`src/rtl/ptw_arb_pkg.sv`:
```
// Shared types and constants for the page-table-walker arbiter.
package ptw_arb_pkg;

    localparam int unsigned VADDR_W = 32;
    localparam int unsigned PTE_W   = 32;

    // A zero PTE is treated as a fault by every TLB.
    localparam logic [PTE_W-1:0] FAULT_PTE = 32'h0;

    typedef enum logic [1:0] {
        IDLE,
        PTW_REQ,
        PTW_WAIT,
        CL_RESP
    } state_t;

endpackage

```
`src/rtl/ptw_arbiter_ptw_rr_pick.sv`:
```
// Combinational round-robin picker: first requester at or above rr_ptr, wrapping.
module ptw_rr_pick #(
    parameter int unsigned N     = 2,
    parameter int unsigned CID_W = 1
) (
    input  logic [N-1:0]     req,
    input  logic [CID_W-1:0] rr_ptr,
    output logic [N-1:0]     grant,
    output logic [CID_W-1:0] grant_id,
    output logic             any_valid
);

    always_comb begin
        int unsigned      idx;
        logic [CID_W-1:0] sel;
        grant     = '0;
        grant_id  = '0;
        any_valid = 1'b0;
        idx       = 0;
        sel       = '0;
        for (int unsigned i = 0; i < N; i++) begin
            idx = 32'(rr_ptr) + i;
            if (idx >= N) begin
                idx = idx - N;
            end
            sel = CID_W'(idx);
            if (!any_valid && req[sel]) begin
                any_valid  = 1'b1;
                grant_id   = sel;
                grant[sel] = 1'b1;
            end
        end
    end

endmodule

```
`src/rtl/ptw_arbiter.sv`:
```
// Shares one page table walker between several TLBs, one walk at a time.
module ptw_arbiter
    import ptw_arb_pkg::*;
#(
    parameter int unsigned NUM_CLIENTS    = 2,
    parameter int unsigned CID_W          = (NUM_CLIENTS > 2) ? $clog2(NUM_CLIENTS) : 1,
    parameter int unsigned TIMEOUT_CYCLES = 1024,
    parameter int unsigned TMR_W          = (TIMEOUT_CYCLES > 1) ? $clog2(TIMEOUT_CYCLES + 1) : 1
) (
    input  logic                           clk,
    input  logic                           rst,
    input  logic [NUM_CLIENTS-1:0]         cl_req_valid_i,
    output logic [NUM_CLIENTS-1:0]         cl_req_ready_o,
    input  logic [VADDR_W*NUM_CLIENTS-1:0] cl_vaddr_i,
    output logic [NUM_CLIENTS-1:0]         cl_resp_valid_o,
    input  logic [NUM_CLIENTS-1:0]         cl_resp_ready_i,
    output logic [PTE_W-1:0]               cl_pte_o,
    output logic                           ptw_req_valid_o,
    input  logic                           ptw_req_ready_i,
    output logic [VADDR_W-1:0]             ptw_vaddr_o,
    input  logic                           ptw_resp_valid_i,
    output logic                           ptw_resp_ready_o,
    input  logic [PTE_W-1:0]               ptw_pte_i,
    output logic                           busy_o,
    output logic                           timeout_o
);

    localparam bit               TO_EN    = (TIMEOUT_CYCLES != 0);
    localparam logic [TMR_W-1:0] TMR_LAST = TMR_W'((TIMEOUT_CYCLES > 0) ? TIMEOUT_CYCLES - 1 : 0);
    localparam logic [CID_W-1:0] LAST_ID  = CID_W'(NUM_CLIENTS - 1);

    state_t                   state, state_nxt;
    logic [CID_W-1:0]         rr_ptr, rr_nxt;
    logic [CID_W-1:0]         cur_id, cur_nxt;
    logic [VADDR_W-1:0]       vaddr_reg, vaddr_nxt;
    logic [PTE_W-1:0]         pte_reg, pte_nxt;
    logic [TMR_W-1:0]         timer, timer_nxt;
    logic                     late_pending, late_nxt;
    logic                     req_valid_q, req_valid_nxt;
    logic                     resp_ready_q, resp_ready_nxt;
    logic [NUM_CLIENTS-1:0]   cl_valid_q, cl_valid_nxt;
    logic                     timeout_q, timeout_nxt;

    logic [NUM_CLIENTS-1:0]   grant;
    logic [CID_W-1:0]         grant_id;
    logic                     any_valid;
    logic                     grant_en;
    logic [VADDR_W-1:0]       grant_vaddr;
    logic [NUM_CLIENTS-1:0]   cur_oh;

    ptw_rr_pick #(
        .N     (NUM_CLIENTS),
        .CID_W (CID_W)
    ) u_pick (
        .req       (cl_req_valid_i),
        .rr_ptr    (rr_ptr),
        .grant     (grant),
        .grant_id  (grant_id),
        .any_valid (any_valid)
    );

    // Grants are withheld while a timed-out walk's late response is still owed.
    assign grant_en       = !rst && (state == IDLE) && !late_pending;
    assign cl_req_ready_o = grant_en ? grant : '0;
    assign cur_oh         = NUM_CLIENTS'(1) << cur_id;

    always_comb begin
        grant_vaddr = '0;
        for (int k = 0; k < NUM_CLIENTS; k++) begin
            if (grant[k]) begin
                grant_vaddr = cl_vaddr_i[k*VADDR_W +: VADDR_W];
            end
        end
    end

    always_comb begin
        state_nxt      = state;
        rr_nxt         = rr_ptr;
        cur_nxt        = cur_id;
        vaddr_nxt      = vaddr_reg;
        pte_nxt        = pte_reg;
        timer_nxt      = timer;
        late_nxt       = late_pending;
        req_valid_nxt  = req_valid_q;
        resp_ready_nxt = resp_ready_q;
        cl_valid_nxt   = cl_valid_q;
        timeout_nxt    = 1'b0;

        case (state)
            IDLE: begin
                if (grant_en && any_valid) begin
                    cur_nxt       = grant_id;
                    vaddr_nxt     = grant_vaddr;
                    req_valid_nxt = 1'b1;
                    state_nxt     = PTW_REQ;
                end
            end
            PTW_REQ: begin
                if (ptw_req_ready_i) begin
                    req_valid_nxt  = 1'b0;
                    resp_ready_nxt = 1'b1;
                    timer_nxt      = '0;
                    state_nxt      = PTW_WAIT;
                end
            end
            PTW_WAIT: begin
                // A response on the timeout cycle takes precedence over the fault.
                if (ptw_resp_valid_i) begin
                    pte_nxt        = ptw_pte_i;
                    resp_ready_nxt = 1'b0;
                    cl_valid_nxt   = cur_oh;
                    state_nxt      = CL_RESP;
                end else if (TO_EN && (timer == TMR_LAST)) begin
                    pte_nxt      = FAULT_PTE;
                    timeout_nxt  = 1'b1;
                    late_nxt     = 1'b1;
                    cl_valid_nxt = cur_oh;
                    state_nxt    = CL_RESP;
                end else begin
                    timer_nxt = timer + TMR_W'(1);
                end
            end
            CL_RESP: begin
                if (cl_resp_ready_i[cur_id]) begin
                    cl_valid_nxt = '0;
                    rr_nxt       = (cur_id == LAST_ID) ? '0 : cur_id + CID_W'(1);
                    state_nxt    = IDLE;
                end
            end
            default: state_nxt = IDLE;
        endcase

        // Swallow the late response of a timed-out walk, whatever state we are in.
        if (late_pending && ptw_resp_valid_i) begin
            late_nxt       = 1'b0;
            resp_ready_nxt = 1'b0;
        end
    end

    always_ff @(posedge clk or posedge rst) begin
        if (rst) begin
            state        <= IDLE;
            rr_ptr       <= '0;
            cur_id       <= '0;
            vaddr_reg    <= '0;
            pte_reg      <= '0;
            timer        <= '0;
            late_pending <= 1'b0;
            req_valid_q  <= 1'b0;
            resp_ready_q <= 1'b0;
            cl_valid_q   <= '0;
            timeout_q    <= 1'b0;
        end else begin
            state        <= state_nxt;
            rr_ptr       <= rr_nxt;
            cur_id       <= cur_nxt;
            vaddr_reg    <= vaddr_nxt;
            pte_reg      <= pte_nxt;
            timer        <= timer_nxt;
            late_pending <= late_nxt;
            req_valid_q  <= req_valid_nxt;
            resp_ready_q <= resp_ready_nxt;
            cl_valid_q   <= cl_valid_nxt;
            timeout_q    <= timeout_nxt;
        end
    end

    assign ptw_req_valid_o  = req_valid_q;
    assign ptw_vaddr_o      = vaddr_reg;
    assign ptw_resp_ready_o = resp_ready_q;
    assign cl_resp_valid_o  = cl_valid_q;
    assign cl_pte_o         = pte_reg;
    assign timeout_o        = timeout_q;
    assign busy_o           = (state != IDLE) || late_pending;

endmodule

```
`config.mk`:
```
export PLATFORM = sky130hd
export DESIGN_NAME = ptw_arbiter
export DESIGN_NICKNAME = d
export VERILOG_FILES = /design/src/rtl/ptw_arb_pkg.sv /design/src/rtl/ptw_arbiter_ptw_rr_pick.sv /design/src/rtl/ptw_arbiter.sv
export SDC_FILE = /design/constraint.sdc
export NUM_CORES = 1
export LEC_CHECK = 0
export ABC_AREA = 1
export CAP_MARGIN = 20
export CORE_ASPECT_RATIO = 1.5
export CORE_MARGIN = 3
export CORE_UTILIZATION = 46
export CTS_CLUSTER_DIAMETER = 50
export CTS_CLUSTER_SIZE = 25
export DETAILED_ROUTE_END_ITERATION = 8
export PLACE_DENSITY = 0.87
export SYNTH_ARGS = -nofsm -noshare
export SYNTH_HDL_FRONTEND = slang
export SYNTH_SLANG_ARGS = --single-unit
```
`constraint.sdc`:
```
create_clock -name clk -period 8.7 [get_ports clk]
set_clock_uncertainty 0.15 [all_clocks]
set_input_delay 1.305 -clock clk [delete_from_list [all_inputs] [get_ports clk]]
set_output_delay 1.305 -clock clk [all_outputs]
set_load 0.01 [all_outputs]
```
==> impl_metrics.ini, run 1 <==
[run_status]
status = finished clean

[global_routing]
antenna_found_initial = 0
grt_start_max_net_pins = 86
grt_pass1_wl_mm = 17.66
grtUsageTotal_pct = 22.85
overflow = 0
grt_pass1_vias = 3869

[cells_and_area]
nFillCells = 608
layout_common_cells = clkdlybuf4s50_1, nand2_1, dfrtp_1
n_antenna_cell = 0
nets = 778
syn_to_final_growth_pct = 54.45
final_layout_size_suffix_gt1_share_pct = 5.201
final_common_cell = clkdlybuf4s50_1

[sta]
worstMarginPinSlew_ns = 0.8677
holdWs_ns = 0.3172
slew_headroom_pct = 42.02
fmax_mhz = 205.1
final-max-slew-violation-count = 0
finalCritPeriodShare_pct = 56.03
finalHoldViolCount = 0
min_period_ns = 4.875
setup_viol = 0
rsz0062_at_grt = no
fin_setup_tns_ns = 0

[clock_tree]
clk_path_buf_depth = 2
clkLatencyLatePin_ns = 0.33
cts.reportedPaths.clkPinSlew_ns = 0.06
cts-root-buf = clkbuf_16
post_cts_resized = 0
cts_tree = yes
postCtsSetupBuffers = 0
numCtsBuffers = 9
clkSinkCount = 85
cts_hold_buf = 0
htreeDepth = 3

[worst_setup_path]
cp_num_buf_inv = 4
cp_max_fo = 67
cp_slowest_cell = clkdlybuf4s50_1
crit_path_start_kind = input pin
cpMostUsedCell = clkdlybuf4s50_1
crit_arrival_ns = 3.42
required_ns = 7.24
end_kind = output pin
slowest_delay_ns = 0.62
path_delay_family = buffers and inverters
crit_chain = clkdlybuf4s50_1, inv_1, nand2_1, nand3_2, buf_4, nor2_2, clkdlybuf4s50_1
critPathKind = in2out

[power]
power_density_nw_per_um2 = 310.6
finalPower_mw = 1.927
cellLeakagePower_nw = 3.002
vdd_drop_max_uv = 189.2

[drt]
drt_iter0_drc = 182
wire_per_inst_um = 14.96
viasPerCell = 5.085
via_count = 3966
drc = 0
drt-pass1-iter-count = 4
ant_nets = 0
wirelength_mm = 11.67

[floorplanning]
die-area_um2 = 9912
die_h_um = 120.4
fp.dieW_um = 82.30
core-area_um2 = 8464
io_pins = 176
placementRows = 41
start_util_pct = 47.45

[yosys]
synth_area_per_cell_um2 = 8.049
synthesis.area_um2 = 4016
synth_fp_nets = 609
yosysWarnings = 0
syn_inst = 499
ys_seq_elements = 85
yosysUniqueCellTypes = 29
ys_seq_area_share_pct = 52.96

[placed_design]
place_congestion = 0.8500
io_buffers = 175
dp_hpwl_mm = 8.344

[hold_path]
worst_hold_path_type = reg2reg

[run]
drv_cap = 0
worst paths after layout:
check | startpoint | endpoint | slack (ns) | cells past startpoint
setup reg to reg | state[0] | timer[2] | 5.93 | 9
hold reg to reg | late_pending | ptw_resp_ready_o | 0.32 | 1
min in group asynchronous | rst | ptw_vaddr_o[21] | 1.24 | 3
max in group asynchronous | rst | timer[3] | 6.56 | 4
setup / recovery | cl_req_valid_i[1] | cl_req_ready_o[0] | 3.83 | 7
hold / removal | late_pending | ptw_resp_ready_o | 0.32 | 1
cells in the mapped netlist (all sizes together):
master	instances	area, um^2
a21boi	1	11.26
nor3b	1	7.510
o21ai	15	86.34
inv	54	202.7
a21oi	34	170.2
buf	15	80.07
a22oi	1	7.510
nand2	171	651.9
o21bai	3	22.52
dfrtp	85	2127
xnor2	1	8.760
clkbuf	7	26.28
or2	1	6.260
nor3	31	155.2
xor2	4	35.03
nand4	3	25.02
ha	6	75.07
nor2	16	62.56
nand3	50	255.3
layout make-up:
cell class                 count  area (um^2)  share of cell area, %
inverter                      54        203.9                  3.288
timing repair buffer         180         1837                  29.61
tap                          107        133.9                  2.158
multi-input combinational    338         1589                  25.62
sequential                    85         2127                  34.29
clock buffer                  13        270.3                  4.357
clock inverter                 3        42.54                 0.6858
per-stage QoR:
step | setup slack [ns] | util, % | instance area (um^2) | std cells
floorplan | 5.052 | - | 4016 | 499
global placement | 3.163 | 68.77 | 5821 | 761
detailed placement | 3.637 | 68.94 | 5836 | 762
CTS | 3.619 | 72.64 | 6148 | 778
global route | 3.708 | 73.29 | 6203 | 780
finish | 3.825 | 73.29 | 6203 | 780
registers in the layout (all words and copies together) (netlist names):
name	cells
ptw_req_valid_o	1
cl_resp_valid_o	2
state	2
ptw_vaddr_o	32
late_pending	1
cl_pte_o	32
timeout_o	1
timer	11
cur_id	1
rr_ptr	1
ptw_resp_ready_o	1
metal layers:
| layer | vias to the layer above | GRT usage [%] | share of wire (%) |
|---|---|---|---|
| met5 | - | 0 | 0 |
| met4 | 0 | 7.588 | 2.0 |
| met3 | 21 | 7.303 | 10 |
| met2 | 170 | 39.16 | 51 |
| met1 | 1850 | 26.29 | 37 |
| li1 | 1925 | - | - |
kinds of logic after synthesis:
logic type      after synthesis  synth area share [%]
fa+ha+maj                     6                 1.869
simple gates                273                 28.97
buf+inv                      76                 7.695
xor+xnor                      5                 1.090
compound gates               54                 7.414
flops                        85                 52.96
power by group:
part | internal, mW | switching (mW)
clock | 0.245 | 0.149
combinational | 0.436 | 0.417
sequential | 0.569 | 0.111
(Power assumes the default switching activity.)
==> inputs of run 2 (changes only) <==
--- a/config.mk
+++ b/config.mk
@@ -9,11 +9,11 @@
 export CAP_MARGIN = 20
 export CORE_ASPECT_RATIO = 1.5
 export CORE_MARGIN = 3
-export CORE_UTILIZATION = 46
+export CORE_UTILIZATION = 42
 export CTS_CLUSTER_DIAMETER = 50
 export CTS_CLUSTER_SIZE = 25
 export DETAILED_ROUTE_END_ITERATION = 8
-export PLACE_DENSITY = 0.87
+export PLACE_DENSITY = 0.8
 export SYNTH_ARGS = -nofsm -noshare
 export SYNTH_HDL_FRONTEND = slang
 export SYNTH_SLANG_ARGS = --single-unit
==> constraint.sdc (replaced) <==
create_clock -name clk -period 4.9 [get_ports clk]
set_clock_uncertainty 0.15 [all_clocks]
set_input_delay 0.735 -clock clk [delete_from_list [all_inputs] [get_ports clk]]
set_output_delay 0.735 -clock clk [all_outputs]
set_load 0.01 [all_outputs]
==> run 2 against run 1 <==
- non-clock buffer count shrank 1
- sequential cell count is the same
- total power grew 72%
- first-iteration DRC count shrank 24%
- wire length shrank 2.4%
- die area grew 8.9%
- sequential share of layout area grew 0.53 points
- hold slack lost 0.0013 ns
- via count shrank 2.2%
- combinational power grew 76%
- critical path type unchanged
- critical endpoint is now cl_req_ready_o[1]
- largest power group unchanged
==> impl_metrics.ini, run 2 (synthesis results as in run 1) <==
[power]
finalPower_mw = 3.312
power_density_nw_per_um2 = 542.2
cellLeakagePower_nw = 2.955
vdd_drop_max_uv = 293.3

[placed_design]
pre_cts_slack_ns = 1.464
dp_hpwl_mm = 8.443
io_buffers = 175
place_congestion = 0.8550

[floorplanning]
fp.dieW_um = 85.85
core-area_um2 = 9308
die-area_um2 = 10800
placementRows = 43
start_util_pct = 43.15
die_h_um = 125.8
io_pins = 176

[run]
drv_cap = 0

[sta]
min_period_ns = 3.438
finalHoldViolCount = 0
rsz0062_at_grt = no
setup_viol = 0
timing.final.ws_setup_ns = 1.462
fin_setup_tns_ns = 0
final-max-slew-violation-count = 0
finalCritPeriodShare_pct = 70.17
fmax_mhz = 290.8
slew_headroom_pct = 43.68
worstMarginPinSlew_ns = 0.8438

[global_routing]
antenna_found_initial = 0
overflow = 0
grtUsageTotal_pct = 21.89
grt_pass1_wl_mm = 18.72
grt_start_max_net_pins = 54
grt_pass1_vias = 3936

[clock_tree]
htreeDepth = 3
cts_tree = yes
cts.reportedPaths.clkPinSlew_ns = 0.06
cts_hold_buf = 0
clk_path_buf_depth = 2
postCtsSetupBuffers = 0
numCtsBuffers = 9
cts-root-buf = clkbuf_16
post_cts_resized = 0
clkSinkCount = 85
clkLatencyLatePin_ns = 0.33

[drt]
ant_nets = 0
drc = 0
drt-pass1-iter-count = 4
wire_per_inst_um = 14.55
wirelength_mm = 11.39
viasPerCell = 4.954
via_count = 3879
drt_iter0_drc = 138

[cells_and_area]
layout_common_cells = clkdlybuf4s50_1, nand2_1, dfrtp_1
multiInputGateArea_um2 = 1589
nFillCells = 781
final_common_cell = clkdlybuf4s50_1
syn_to_final_growth_pct = 52.12
seq_area_um2 = 2127
n_antenna_cell = 0
nets = 777
final_layout_size_suffix_gt1_share_pct = 4.918

[run_status]
status = finished clean

[hold_path]
worstHoldPathCells = 1
worst_hold_path_type = reg2reg

[worst_setup_path]
regToRegSetupSlack_ns = 2.18
crit_arrival_ns = 2.55
ff2ff_path_depth = 9
cp_max_fo = 15
required_ns = 4.01
end_kind = output pin
critPathKind = in2out
crit_path_start_kind = input pin
## run 2: changes by cell type in the layout (fill, tap and decap cells not counted)
cell | previous run | this run
buf_16 | 2 | 0
buf_4 | 2 | 4
clkbuf_8 | 3 | 1
buf_8 | 1 | 0
bufinv_16 | 1 | 0
clkinv_2 | 2 | 3
clkinvlp_4 | 1 | 2
## run 2: final timing paths
path / to / startpoint
worst max-delay path: cl_req_ready_o[1] / cl_req_valid_i[1]
worst min-delay path: ptw_resp_ready_o / late_pending
worst max register to register: timer[2] / state[0]
worst min register to register: ptw_resp_ready_o / late_pending
max in group asynchronous: timer[2] / rst
min in group asynchronous: ptw_vaddr_o[2] / rst
## run 2: where the power goes
part / internal (mW) / switching [mW] / total, mW / leakage (nW)
Clock: 0.352 / 0.263 / 0.615 / 0.127
Combinational: 0.767 / 0.731 / 1.50 / 1.74
Sequential: 1.01 / 0.189 / 1.20 / 1.09
## run 2: area by class of cell
| type | count | area share [%] |
|---|---|---|
| repair buffers | 179 | 29.16 |
| multi-input cells | 338 | 26.01 |
| flip-flops and latches | 85 | 34.81 |
| clock buffers | 11 | 3.973 |
| inverters | 54 | 3.338 |
| well taps | 112 | 2.294 |
| clock inverters | 4 | 0.4096 |
## run 2: layer usage
layer,up-vias,track usage (%),routed length (um)
met5,-,0,0
met4,0,11.00,358
li1,1913,-,-
met1,1765,26.27,4558
met3,23,4.843,904
met2,178,36.58,5568
## run 2: through the flow
stage | hold slack, ns | utilization (%) | cells | cell area, um^2
floorplan | 0.2919 | - | 499 | 4016
global placement | 0.3024 | 62.76 | 768 | 5842
detailed placement | 0.3144 | 62.76 | 768 | 5842
CTS | 0.3182 | 65.64 | 783 | 6110
global route | 0.3346 | 65.64 | 783 | 6110
finish | 0.3159 | 65.64 | 783 | 6110
## run 2: worst max-delay path: stages
cell             delay, ns
clkdlybuf4s50_1       0.54
inv_1                 0.05
nand2_1               0.07
nand3_2               0.25
nor2_1                0.31
clkdlybuf4s50_1       0.59
==> inputs of run 3 (changes only) <==
==> constraint.sdc (replaced) <==
create_clock -name clk -period 3.3 [get_ports clk]
set_clock_uncertainty 0.15 [all_clocks]
set_input_delay 0.495 -clock clk [delete_from_list [all_inputs] [get_ports clk]]
set_output_delay 0.495 -clock clk [all_outputs]
set_load 0.01 [all_outputs]
==> run 3 against run 2 <==
- sequential power up 48%
- hold slack better by 0.0075 ns
- global-route usage down 0.60 points
- wire length down 0.96%
- non-clock buffer count up 1
- sequential share of layout area down 0.25 points
- final cell count up 0.26%
- combinational power up 50%
- clock-buffer cell count down 1
- total power up 51%
- sequential cell count unchanged
- largest power group unchanged
==> impl_metrics.ini, run 3 (synthesis results as in run 1) <==
[placed_design]
place_congestion = 0.8755
dp_hpwl_mm = 8.357
io_buffers = 175

[worst_setup_path]
critPathKind = reg2out
crit_path_start_kind = flip-flop
cp_max_fo = 9
crit_arrival_ns = 2.33
required_ns = 2.65
slowest_delay_ns = 0.59
path_delay_family = buffers and inverters
crit_chain = inv_1, ha_1, inv_1, nor2_1, nand3_2, nor2_1, clkdlybuf4s50_1
cp_num_buf_inv = 3
cp_slowest_cell = clkdlybuf4s50_1
end_kind = output pin

[floorplanning]
die-area_um2 = 10800
fp.dieW_um = 85.85
core-area_um2 = 9308
io_pins = 176
die_h_um = 125.8
placementRows = 43
start_util_pct = 43.15

[cells_and_area]
final_layout_size_suffix_gt1_share_pct = 5.201
nets = 778
syn_to_final_growth_pct = 53.24
layout_common_cells = clkdlybuf4s50_1, nand2_1, dfrtp_1
final_common_cell = clkdlybuf4s50_1
nFillCells = 751
final_util_pct = 66.12
n_antenna_cell = 0

[drt]
drt_iter0_drc = 206
via_count = 3864
ant_nets = 0
wire_per_inst_um = 14.37
wirelength_mm = 11.28
drc = 0
viasPerCell = 4.922
drt-pass1-iter-count = 5

[global_routing]
grtUsageTotal_pct = 21.28
antenna_found_initial = 0
grt_pass1_wl_mm = 18.40
overflow = 0
grt_start_max_net_pins = 60
grt_pass1_vias = 3827

[sta]
setup_viol = 0
final-max-slew-violation-count = 0
min_period_ns = 2.978
fmax_mhz = 335.8
slew_headroom_pct = 41.10
rsz0062_at_grt = no
fin_setup_tns_ns = 0
worstMarginPinSlew_ns = 0.8814
finalCritPeriodShare_pct = 90.24
finalHoldViolCount = 0

[clock_tree]
clkSinkCount = 85
cts_hold_buf = 0
numCtsBuffers = 9
cts-root-buf = clkbuf_16
clk_path_buf_depth = 2
cts_tree = yes
htreeDepth = 3
post_cts_resized = 0
clkLatencyLatePin_ns = 0.33
postCtsSetupBuffers = 0
cts.reportedPaths.clkPinSlew_ns = 0.06

[power]
power_density_nw_per_um2 = 811.9
vdd_drop_max_uv = 405.1
cellLeakagePower_nw = 2.975

[run]
drv_cap = 0

[run_status]
status = finished clean

[hold_path]
worst_hold_path_type = reg2reg
[run 3: power by group]
part	internal [mW]	switching, mW
Combinational	1.14	1.10
Sequential	1.50	0.269
Clock	0.585	0.399
Total	3.23	1.77
[run 3: routing by layer]
layer | vias up | global-route usage [%] | share of wire, %
met5 | - | 0 | 0
met4 | 0 | 6.524 | 1.1
met3 | 11 | 5.890 | 7.7
met2 | 157 | 36.26 | 50
met1 | 1779 | 26.01 | 41
li1 | 1917 | - | -
[run 3: layout make-up]
cell class,instances,area (um^2),share of cell area (%)
multi-input combinational,338,1589,25.82
sequential,85,2127,34.56
timing repair buffer,180,1802,29.27
clock buffer,10,229.0,3.720
inverter,54,203.9,3.314
tap,112,140.1,2.277
clock inverter,6,63.81,1.037
[run 3: per-stage QoR]
step                      setup WS, ns  hold WS [ns]  std cells  total power, mW  area [um^2]
after global placement          0.5429        0.3123        769            3.946         5862
after detailed placement        0.5102        0.3184        769            4.047         5862
after floorplan                 0.4615        0.2919        499            2.816         4016
after CTS                       0.3140        0.3314        785            5.055         6155
final                           0.3222        0.3234        785            4.997         6155
after global routing            0.1769        0.3500        785            5.344         6155
[run 3: path summary, 6_finish.rpt]
kind                            cells past startpoint                end    startpoint  slack, ns
min in group asynchronous                           2    ptw_vaddr_o[23]           rst       0.50
worst min register to register                      1   ptw_resp_ready_o  late_pending       0.32
worst min-delay path                                1   ptw_resp_ready_o  late_pending       0.32
worst max-delay path                                7  cl_req_ready_o[1]      state[0]       0.32
max in group asynchronous                           3    ptw_vaddr_o[16]           rst       1.82
worst max register to register                      6       cl_pte_o[25]      timer[1]       0.97
